==> src/rtl/gnr_attractor_ctrl.sv <==
// Attractor-search sequencer for a Boolean gene-regulatory-network node array.
// Floyd tortoise/hare search (phase 1), then period measurement on s1 alone (phase 2).
module gnr_attractor_ctrl #(
  parameter int NODES     = 8,
  parameter int CNT_W     = 16,
  parameter int MAX_STEPS = 65535
) (
  input  logic             clk,
  input  logic             rst_n,
  input  logic             start,
  input  logic             abort,
  input  logic [NODES-1:0] init_value,
  input  logic [NODES-1:0] s0_vec,
  input  logic [NODES-1:0] s1_vec,
  output logic             reset_nos,
  output logic [NODES-1:0] init_state,
  output logic             start_s0,
  output logic             start_s1,
  output logic             busy,
  output logic             done,
  output logic             timeout,
  output logic [CNT_W-1:0] steps,
  output logic [CNT_W-1:0] period,
  output logic [2:0]       state_dbg
);

  localparam logic [2:0] IDLE  = 3'd0;
  localparam logic [2:0] LOAD  = 3'd1;
  localparam logic [2:0] STEP  = 3'd2;
  localparam logic [2:0] CMP   = 3'd3;
  localparam logic [2:0] PSTEP = 3'd4;
  localparam logic [2:0] PCMP  = 3'd5;
  localparam logic [2:0] DONE  = 3'd6;

  localparam logic [CNT_W-1:0] MAX_CNT = CNT_W'(MAX_STEPS);
  localparam logic [CNT_W-1:0] ONE     = CNT_W'(1);
  localparam logic [CNT_W-1:0] TWO     = CNT_W'(2);

  logic [2:0] state;

  // Strobes and status decode straight from the state register: no input-to-output path.
  assign reset_nos = (state == LOAD);
  assign start_s0  = (state == STEP);
  assign start_s1  = (state == STEP) || (state == PSTEP);
  assign busy      = (state != IDLE);
  assign done      = (state == DONE);
  assign state_dbg = state;

  always_ff @(posedge clk or negedge rst_n) begin
    if (!rst_n) begin
      state      <= IDLE;
      init_state <= '0;
      steps      <= '0;
      period     <= '0;
      timeout    <= 1'b0;
    end else if (abort) begin
      state <= IDLE;
    end else begin
      case (state)
        IDLE: begin
          if (start) begin
            init_state <= init_value;
            steps      <= '0;
            period     <= '0;
            timeout    <= 1'b0;
            state      <= LOAD;
          end
        end
        LOAD: state <= STEP;
        STEP: begin
          if (steps != MAX_CNT) steps <= steps + ONE;
          state <= CMP;
        end
        CMP: begin
          // After one step both copies have advanced once and match trivially.
          if ((steps >= TWO) && (s0_vec == s1_vec)) begin
            state <= PSTEP;
          end else if (steps == MAX_CNT) begin
            timeout <= 1'b1;
            state   <= DONE;
          end else begin
            state <= STEP;
          end
        end
        PSTEP: begin
          if (period != MAX_CNT) period <= period + ONE;
          state <= PCMP;
        end
        PCMP: begin
          if (s1_vec == s0_vec) begin
            state <= DONE;
          end else if (period == MAX_CNT) begin
            timeout <= 1'b1;
            period  <= '0;
            state   <= DONE;
          end else begin
            state <= PSTEP;
          end
        end
        DONE:    state <= IDLE;
        default: state <= IDLE;
      endcase
    end
  end

endmodule

==> config.mk <==
export PLATFORM = sky130hd
export DESIGN_NAME = gnr_attractor_ctrl
export DESIGN_NICKNAME = d
export VERILOG_FILES = /design/src/rtl/gnr_attractor_ctrl.sv
export SDC_FILE = /design/constraint.sdc
export NUM_CORES = 1
export LEC_CHECK = 0
export ABC_AREA = 0
export CAP_MARGIN = 25
export CORE_MARGIN = 3
export CORE_UTILIZATION = 63
export CTS_BUF_LIST = sky130_fd_sc_hd__clkbuf_2 sky130_fd_sc_hd__clkbuf_4 sky130_fd_sc_hd__clkbuf_8
export DETAILED_ROUTE_END_ITERATION = 6
export DONT_BUFFER_PORTS = 1
export HOLD_SLACK_MARGIN = 0.1
export PLACE_DENSITY_LB_ADDON = 0.3
export SETUP_SLACK_MARGIN = 0.1
export SLEW_MARGIN = 20
export SYNTH_ARGS = -nofsm -noshare
export SYNTH_HDL_FRONTEND = slang
export SYNTH_SLANG_ARGS = --single-unit
==> constraint.sdc <==
create_clock -name clk -period 2.7 [get_ports clk]
set_clock_uncertainty 0.1 [all_clocks]
set_input_delay 0.54 -clock clk [delete_from_list [all_inputs] [get_ports clk]]
set_output_delay 0.54 -clock clk [all_outputs]
set_load 0.005 [all_outputs]
==> run metrics, run 1 <==
outcome=finished, final reports clean; Placed Area=2540 um2; area used by sequential logic in the layout=1100 um2; share of total power in combinational logic=11.1%; area fraction of the dominant cell type after synthesis=44.1%; Netlist cell types=45; Num Clock Sinks=44; endpoints failing hold=0; number of vias per cell after detailed routing=6.40; count of port buffers added during placement=0; met2 Track Usage GR=42.0%; clock period minus final worst setup slack=2400 ps; MaxCap Viol Count=0; met3 track utilization from global routing=6.81%; share of synthesized cell area in and, or, nand and nor gates=31.1%; number of global-route vias before repair=2067; Post-DRT Antenna Nets=0; worst setup slack before clock tree synthesis=234 ps; relative contribution of the clock network to total power=36.4%; type of element launching the critical path=register; crit-path max FO=21; ordered cell list for the critical path=nand4_1, or4_4, nor2_2, a21oi_2, buf_4, or3_1, a21oi_1; transition time of the tightest slew-check pin=560 ps; cell internal power dissipation=1.02 mW; leftover overflow at the end of global routing=0; Seq pwr share=52.5%; worst vdd rail ir drop=251 uV; antenna violations before repair=0; design area=2690 um2; register bit count reported by yosys=44; number of pins with negative max-slew slack in the final report=0; Compound-Gate Fraction of Synth Area=11.5%; synthesized-area fraction occupied by xor and xnor cells=8.42%; leakage power total=1.24 nW; dominant combinational cell family by area after synthesis=simple AND/OR/NAND/NOR gates; share of cells above drive strength 1=7.32%; cell at the slowest stage of the critical path=sky130_fd_sc_hd__or4_4; number of nets in the synthesized netlist=315; Initial Util=66.7%; RePlAce Congestion=0.842; # rows=22; most common cell after layout, fill and taps aside=sky130_fd_sc_hd__dfrtp_1; drt first-iter violations=194; Detailed Route WL=6070 um; total CTS buffers=5; global-route wire length before repair=9710 um; number of setup violations in the final report=0; Switch Pwr=0.361 mW; worst-case hold slack=193 ps; area delta synth->final=7.77%; total DRC errors in the routed layout=0; Register-to-Register Path Depth=7; largest stage delay on the critical path=610 ps; worst endpoint data arrival time=2520 ps; routed length per instance=18.1 um; global-route layer with the greatest usage=met2; switching part of the total power=26.1%; width of the die=68.9 um; Clock Latency Late Sink=300 ps; worst endpoint required time=2820 ps; Syn Inst Count=284; share of cell area taken by muxes after synthesis=0%; worst setup path class=register to register; Syn Std Cell Area=2500 um2; GR Util All Layers=27.2%; worst-case clock buffer depth=2; DR vias=2144; CP Buf/Inv Count=1; pin count of the biggest net entering global routing=45; Die Ht=68.9 um; delay-heaviest family, CP=simple AND/OR/NAND/NOR gates; full die area=4750 um2; endpoint type of the worst setup path=register; TritonCTS clock tree=yes; setup TNS=0 ps; highest achievable clock rate=416 MHz; Clock Root Buffer=sky130_fd_sc_hd__clkbuf_8; Post-synth top flop=sky130_fd_sc_hd__dfrtp_1; non-filler instance count after layout=335; number of nets in the layout=317; cell count along the critical path=7; Min-Delay Path Depth=1; post-synthesis cell type with the largest combined area=sky130_fd_sc_hd__dfrtp_1; setup slack after layout=298 ps; antenna cells=0; most frequent cells in the layout=sky130_fd_sc_hd__dfrtp_1, sky130_fd_sc_hd__nand2_1, sky130_fd_sc_hd__nor2_1, sky130_fd_sc_hd__nand3_1, sky130_fd_sc_hd__xor2_1; IO Count=77; setup repair after global routing missed its margin=no; main area contributors after synthesis=sky130_fd_sc_hd__dfrtp_1, sky130_fd_sc_hd__xor2_1, sky130_fd_sc_hd__nand2_1; number of H-tree levels=2; clock slew at the register clock pins of the worst setup and hold paths=80 ps; setup fix buffers added after clock tree synthesis=0; Adder-Cell Fraction of Synth Area=1.50%; GR Layer Usage met1=37.5%; class of the tightest hold or removal check=input port to register; mean area per synthesized cell=8.79 um2; Pre-antenna DRT Iters=4; fraction of synthesis flops using an asynchronous set or reset pin=100%; area of the core=3740 um2; Power Density=513 nW/um2; number of enable flip-flop cells after synthesis=0; placed wire-length estimate after detailed placement=4310 um; total area of multi-input combinational cells=1320 um2; Slew HR=62.3%; number of placed instances with taps included=325; warning count from the yosys run=0; share of the cycle needed by the critical path after routing=89.0%; Seq/Total Area, Yosys=44.1%; number of filler cells placed in the layout=314
timing repair:
item                       CTS  global route
gates resized for setup      0             1
hold endpoints to repair    44             0
setup endpoints to repair    0             4
hold buffers                 2             0
worst paths after layout:
kind                               start             to  slack, ps
max                            period[4]     period[11]        300
min                                abort   state_dbg[2]        190
max reg2reg                    period[4]     period[11]        300
min reg2reg                init_state[4]  init_state[4]        420
max in group asynchronous          rst_n      period[3]       1650
min in group asynchronous          rst_n  init_state[2]        640
routing by layer:
metal	up-vias	part of all wire, %
met3	7	7.8
met5	-	0
met4	0	1.0
met1	1022	44
li1	1022	-
met2	93	47
stage by stage:
stage | power [mW] | util (%)
floorplan | 0.832 | -
global placement | 0.863 | 67.8
detailed placement | 0.872 | 67.8
CTS | 1.39 | 71.8
global route | 1.44 | 71.9
finish | 1.38 | 71.9
registers in the layout, indices dropped and copies added, names as in the netlist:
register / cells
init_state: 8
steps: 16
timeout: 1
period: 16
state_dbg: 3
power by group through the flow:
stage	clock network, mW	logic (mW)	registers (mW)
finish	0.502	0.154	0.724
global route	0.538	0.173	0.730
CTS	0.513	0.154	0.724
detailed placement	0	0.134	0.738
global placement	0	0.127	0.736
floorplan	0	0.103	0.730
synth_stat cells (all sizes together) (2+ instances only):
master	count
dfrtp	44
nand2	39
nor2	27
nand3	25
xor2	23
o21ai	13
and3	12
nand4	11
or3	11
a21oi	9
buf	7
clkbuf	7
nand2b	6
nor3	6
nor4	6
o31ai	5
and2	3
ha	3
a2111oi	2
a21o	2
a22o	2
and4	2
inv	2
o21ba	2
or4	2
layout make-up:
class / instances / area share (%)
multi-input cells: 224 / 49.1
flip-flops and latches: 44 / 40.9
repair buffers: 9 / 3.35
clock buffers: 5 / 2.56
well taps: 48 / 2.23
clock inverters: 3 / 1.58
inverters: 2 / 0.279
logic make-up (layout without fill, tap and decap cells):
logic type | after synthesis | after routing
fa+ha+maj | 3 | 3
xor+xnor | 24 | 24
flops | 44 | 44
buf+inv | 16 | 19
simple gates | 154 | 154
compound gates | 43 | 43
(Power assumes the default switching activity.)
==> inputs of run 2 (changes only) <==
--- a/config.mk
+++ b/config.mk
@@ -5,7 +5,7 @@
 export SDC_FILE = /design/constraint.sdc
 export NUM_CORES = 1
 export LEC_CHECK = 0
-export ABC_AREA = 0
+export ABC_AREA = 1
 export CAP_MARGIN = 25
 export CORE_MARGIN = 3
 export CORE_UTILIZATION = 63
@@ -13,7 +13,7 @@
 export DETAILED_ROUTE_END_ITERATION = 6
 export DONT_BUFFER_PORTS = 1
 export HOLD_SLACK_MARGIN = 0.1
-export PLACE_DENSITY_LB_ADDON = 0.3
+export PLACE_DENSITY = 0.81
 export SETUP_SLACK_MARGIN = 0.1
 export SLEW_MARGIN = 20
 export SYNTH_ARGS = -nofsm -noshare
==> run 2 against run 1 <==
Via count grew 21%. Critical endpoint is now start_s1. Highest routed layer unchanged. Sequential share of layout area shrank 5.7 points. Clock-buffer cell count grew 1. Register-to-register slack gained 270 ps. Synthesized cell count grew 49%. Critical path type is now register to output pin. Power shrank 1.4%.
==> run metrics, run 2 <==
outcome=finished, final reports clean; Syn Std Cell Area=2970 um2 (+19%); IO Count=77 (unchanged); Placed Area=2990 um2 (+18%); met2 Track Usage GR=39.5% (-2.5 points); CP Launch Point=state_dbg[2]; number of global-route vias before repair=2307 (+12%); class of the tightest hold or removal check=input port to register; global-route wire length before repair=10400 um (+7.5%); setup TNS=0 ps (unchanged); share of the cycle needed by the critical path after routing=81.4% (-7.6 points); setup repair after global routing missed its margin=no; most frequently used cell type in the post-synthesis netlist=sky130_fd_sc_hd__nand2_1; post-synthesis cell type with the largest combined area=sky130_fd_sc_hd__dfrtp_1; area of the core=4440 um2 (+19%); transition time of the tightest slew-check pin=560 ps (-0.304 ps); worst setup path class=register to output pin; width of the die=74.7 um (+8.3%); Slew HR=62.5% (+0.23 points); Seq pwr share=54.0% (+1.5 points); fraction of synthesis flops using an asynchronous set or reset pin=100% (unchanged); Pre-antenna DRT Iters=4 (unchanged); routed length per instance=13.4 um (-26%); pin count of the biggest net entering global routing=45 (unchanged); most instantiated cells after synthesis=sky130_fd_sc_hd__nand2_1, sky130_fd_sc_hd__nor2_1, sky130_fd_sc_hd__dfrtp_1; register bit count reported by yosys=44 (unchanged); antenna cells=0 (unchanged); cell count along the critical path=5 (-2); PostCTS Resize Cnt=0 (unchanged); endpoint type of the worst setup path=output pin; number of enable flip-flop cells after synthesis=0 (unchanged); number of H-tree levels=2 (unchanged); clock slew at the register clock pins of the worst setup and hold paths=90 ps (about the same); most common cell after layout, fill and taps aside=sky130_fd_sc_hd__nand2_1; switching part of the total power=29.4% (+3.3 points); mean area per synthesized cell=7.04 um2 (-20%); relative contribution of the clock network to total power=32.8% (-3.6 points); leakage power total=1.42 nW (+15%); Seq/Total Area, Yosys=37.1% (-7.0 points); warning count from the yosys run=0 (unchanged); number of setup violations in the final report=0 (unchanged); endpoints failing hold=0 (unchanged); # rows=24 (+9.1%); clock period minus final worst setup slack=2200 ps (-205 ps); Worst R2R Setup Slack=570 ps (+270 ps); Clock Root Buffer=sky130_fd_sc_hd__clkbuf_8; largest stage delay on the critical path=580 ps (-30 ps); largest registers=period: 16 flops, steps: 16 flops, init_state: 8 flops; total DRC errors in the routed layout=0 (unchanged); antenna violations before repair=0 (unchanged); CP Buf/Inv Count=3 (+2); most frequent cells in the layout=sky130_fd_sc_hd__nand2_1, sky130_fd_sc_hd__nor2_1, sky130_fd_sc_hd__dfrtp_1, sky130_fd_sc_hd__nand3_1, sky130_fd_sc_hd__inv_1; cell at the slowest stage of the critical path=sky130_fd_sc_hd__dfrtp_1; leftover overflow at the end of global routing=0 (unchanged); critical register-to-register path startpoint=period[0]; RePlAce Congestion=0.848 (+0.63%); crit-path max FO=13 (-38%); area delta synth->final=5.31%; Clock Latency Late Sink=300 ps (about the same); ordered cell list for the critical path=inv_4, nor2_1, buf_4, inv_1, nand2_1; Syn Inst Count=422 (+49%); type of element launching the critical path=register; highest achievable clock rate=455 MHz (+9.3%); global-route layer with the greatest usage=met2; Post-DRT Antenna Nets=0 (unchanged); cell internal power dissipation=0.960 mW (-5.8%); worst endpoint required time=2060 ps (-760 ps); drt first-iter violations=150 (-23%); number of nets in the layout=456 (+44%); share of cells above drive strength 1=15.5% (+8.2 points); TritonCTS clock tree=yes; total CTS buffers=5 (unchanged); full die area=5570 um2 (+17%); worst endpoint data arrival time=1560 ps (-960 ps); count of port buffers added during placement=0 (unchanged); worst vdd rail ir drop=270 uV (+7.8%); core occupancy in the finished layout=70.4% (-1.5 points); Detailed Route WL=6400 um (+5.4%); number of vias per cell after detailed routing=5.44 (-15%); DR vias=2601 (+21%); startpoint of the lowest-slack hold path=abort; post-layout power=1.36 mW (-1.4%); setup fix buffers added after clock tree synthesis=0 (unchanged); placed wire-length estimate after detailed placement=4800 um (+12%); Switch Pwr=0.400 mW (+11%); MaxCap Viol Count=0 (unchanged); Register-to-Register Path Depth=10 (+3); number of pins with negative max-slew slack in the final report=0 (unchanged); design area=3130 um2 (+16%); worst flop-to-flop path endpoint=period[7]; met3 track utilization from global routing=6.01% (-0.80 points); Post-synth top flop=sky130_fd_sc_hd__dfrtp_1; number of nets in the synthesized netlist=453 (+44%); GR Util All Layers=23.8% (-3.4 points); last element of the critical path=start_s1; area fraction of the dominant cell type after synthesis=37.1% (-7.0 points); GR Layer Usage met1=30.8% (-6.7 points); Die Ht=74.7 um (+8.3%); worst-case clock buffer depth=2 (unchanged); worst-case hold slack=193 ps (+0.661 ps); Power Density=435 nW/um2 (-15%); Netlist cell types=34 (-24%); Num Clock Sinks=44 (unchanged); Initial Util=66.8% (+0.16 points); delay-heaviest family, CP=flip-flops; main area contributors after synthesis=sky130_fd_sc_hd__dfrtp_1, sky130_fd_sc_hd__nand2_1, sky130_fd_sc_hd__nand3_1; share of total power in combinational logic=13.2% (+2.1 points)
==> run 2: changes by cell type after synthesis, moves of 11 or more <==
| cell | change |
|---|---|
| sky130_fd_sc_hd__o21ai_2 | +12 |
| sky130_fd_sc_hd__or3_1 | -11 |
| sky130_fd_sc_hd__nand2_2 | +12 |
| sky130_fd_sc_hd__nand2_1 | +98 |
| sky130_fd_sc_hd__xor2_1 | -12 |
| sky130_fd_sc_hd__and3_1 | -12 |
| sky130_fd_sc_hd__nand3_1 | +15 |
| sky130_fd_sc_hd__inv_1 | +32 |
| sky130_fd_sc_hd__nor2_1 | +19 |
==> run 2: worst min path at each step <==
stage,endpoint,slack [ps],cells past startpoint
2_1_floorplan,init_state[0],140,0
3_3_place_gp,state_dbg[1],150,0
3_5_place_dp,period[11],150,0
4_1_cts,state_dbg[1],190,1
5_1_grt,state_dbg[1],190,1
6_report,state_dbg[1],190,1
==> run 2: worst register-to-register path, cell delays in order, from the launching register on <==
cell                      delay, ps
sky130_fd_sc_hd__dfrtp_1        480
sky130_fd_sc_hd__ha_1           230
sky130_fd_sc_hd__nand2_2         80
sky130_fd_sc_hd__nor2_4         130
sky130_fd_sc_hd__nand2_2         90
sky130_fd_sc_hd__nor2_2         150
sky130_fd_sc_hd__nand2_1         80
sky130_fd_sc_hd__nand2_2         90
sky130_fd_sc_hd__nand2_2        330
sky130_fd_sc_hd__nand2_1        160
sky130_fd_sc_hd__o21ai_0         90
==> run 2: stage by stage <==
| stage | std cells | worst slack [ps] |
|---|---|---|
| 5_1_grt | 478 | 388 |
| 3_5_place_dp | 468 | 602 |
| 4_1_cts | 478 | 495 |
| 6_report | 478 | 503 |
| 3_3_place_gp | 468 | 704 |
| 2_1_floorplan | 422 | 794 |
==> run 2: logic make-up (layout without fill, tap and decap cells) <==
| kind of cell | count (synthesis) | count (layout) | synth area share [%] |
|---|---|---|---|
| AO/OA/AOI/OAI | 38 | 38 | 8.30 |
| XOR/XNOR | 15 | 15 | 4.42 |
| adder cells (fa/ha/maj) | 3 | 3 | 1.26 |
| buffers and inverters | 54 | 58 | 8.09 |
| flip-flops | 44 | 44 | 37.1 |
| AND/OR/NAND/NOR | 268 | 268 | 40.9 |
==> run 2: area by class of cell <==
cell class	count	area, um2
Multi-Input combinational cell	324	1630
Fill cell	369	1320
Sequential cell	44	1100
Inverter	44	168
Clock buffer	6	82.6
Timing Repair Buffer	6	67.6
Tap cell	52	65.1
Clock inverter	2	15.0
==> run 2: power by group through the flow <==
stage / registers, mW / logic (mW) / clock network, mW
final: 0.734 / 0.180 / 0.446
after global placement: 0.748 / 0.156 / 0
after floorplan: 0.738 / 0.144 / 0
after global routing: 0.741 / 0.207 / 0.487
after CTS: 0.735 / 0.181 / 0.452
after detailed placement: 0.748 / 0.162 / 0
==> run 2: routing by layer <==
metal | vias up | share of wire (%) | routed length [um]
li1 | 1340 | - | -
met1 | 1180 | 44 | 2790
met2 | 70 | 49 | 3140
met3 | 11 | 5.7 | 365
met4 | 0 | 1.6 | 104
met5 | - | 0 | 0
==> run 2: repair_timing <==
action,in CTS,in global routing
setup endpoints to repair,0,0
hold endpoints to repair,44,0
hold buffers,2,0
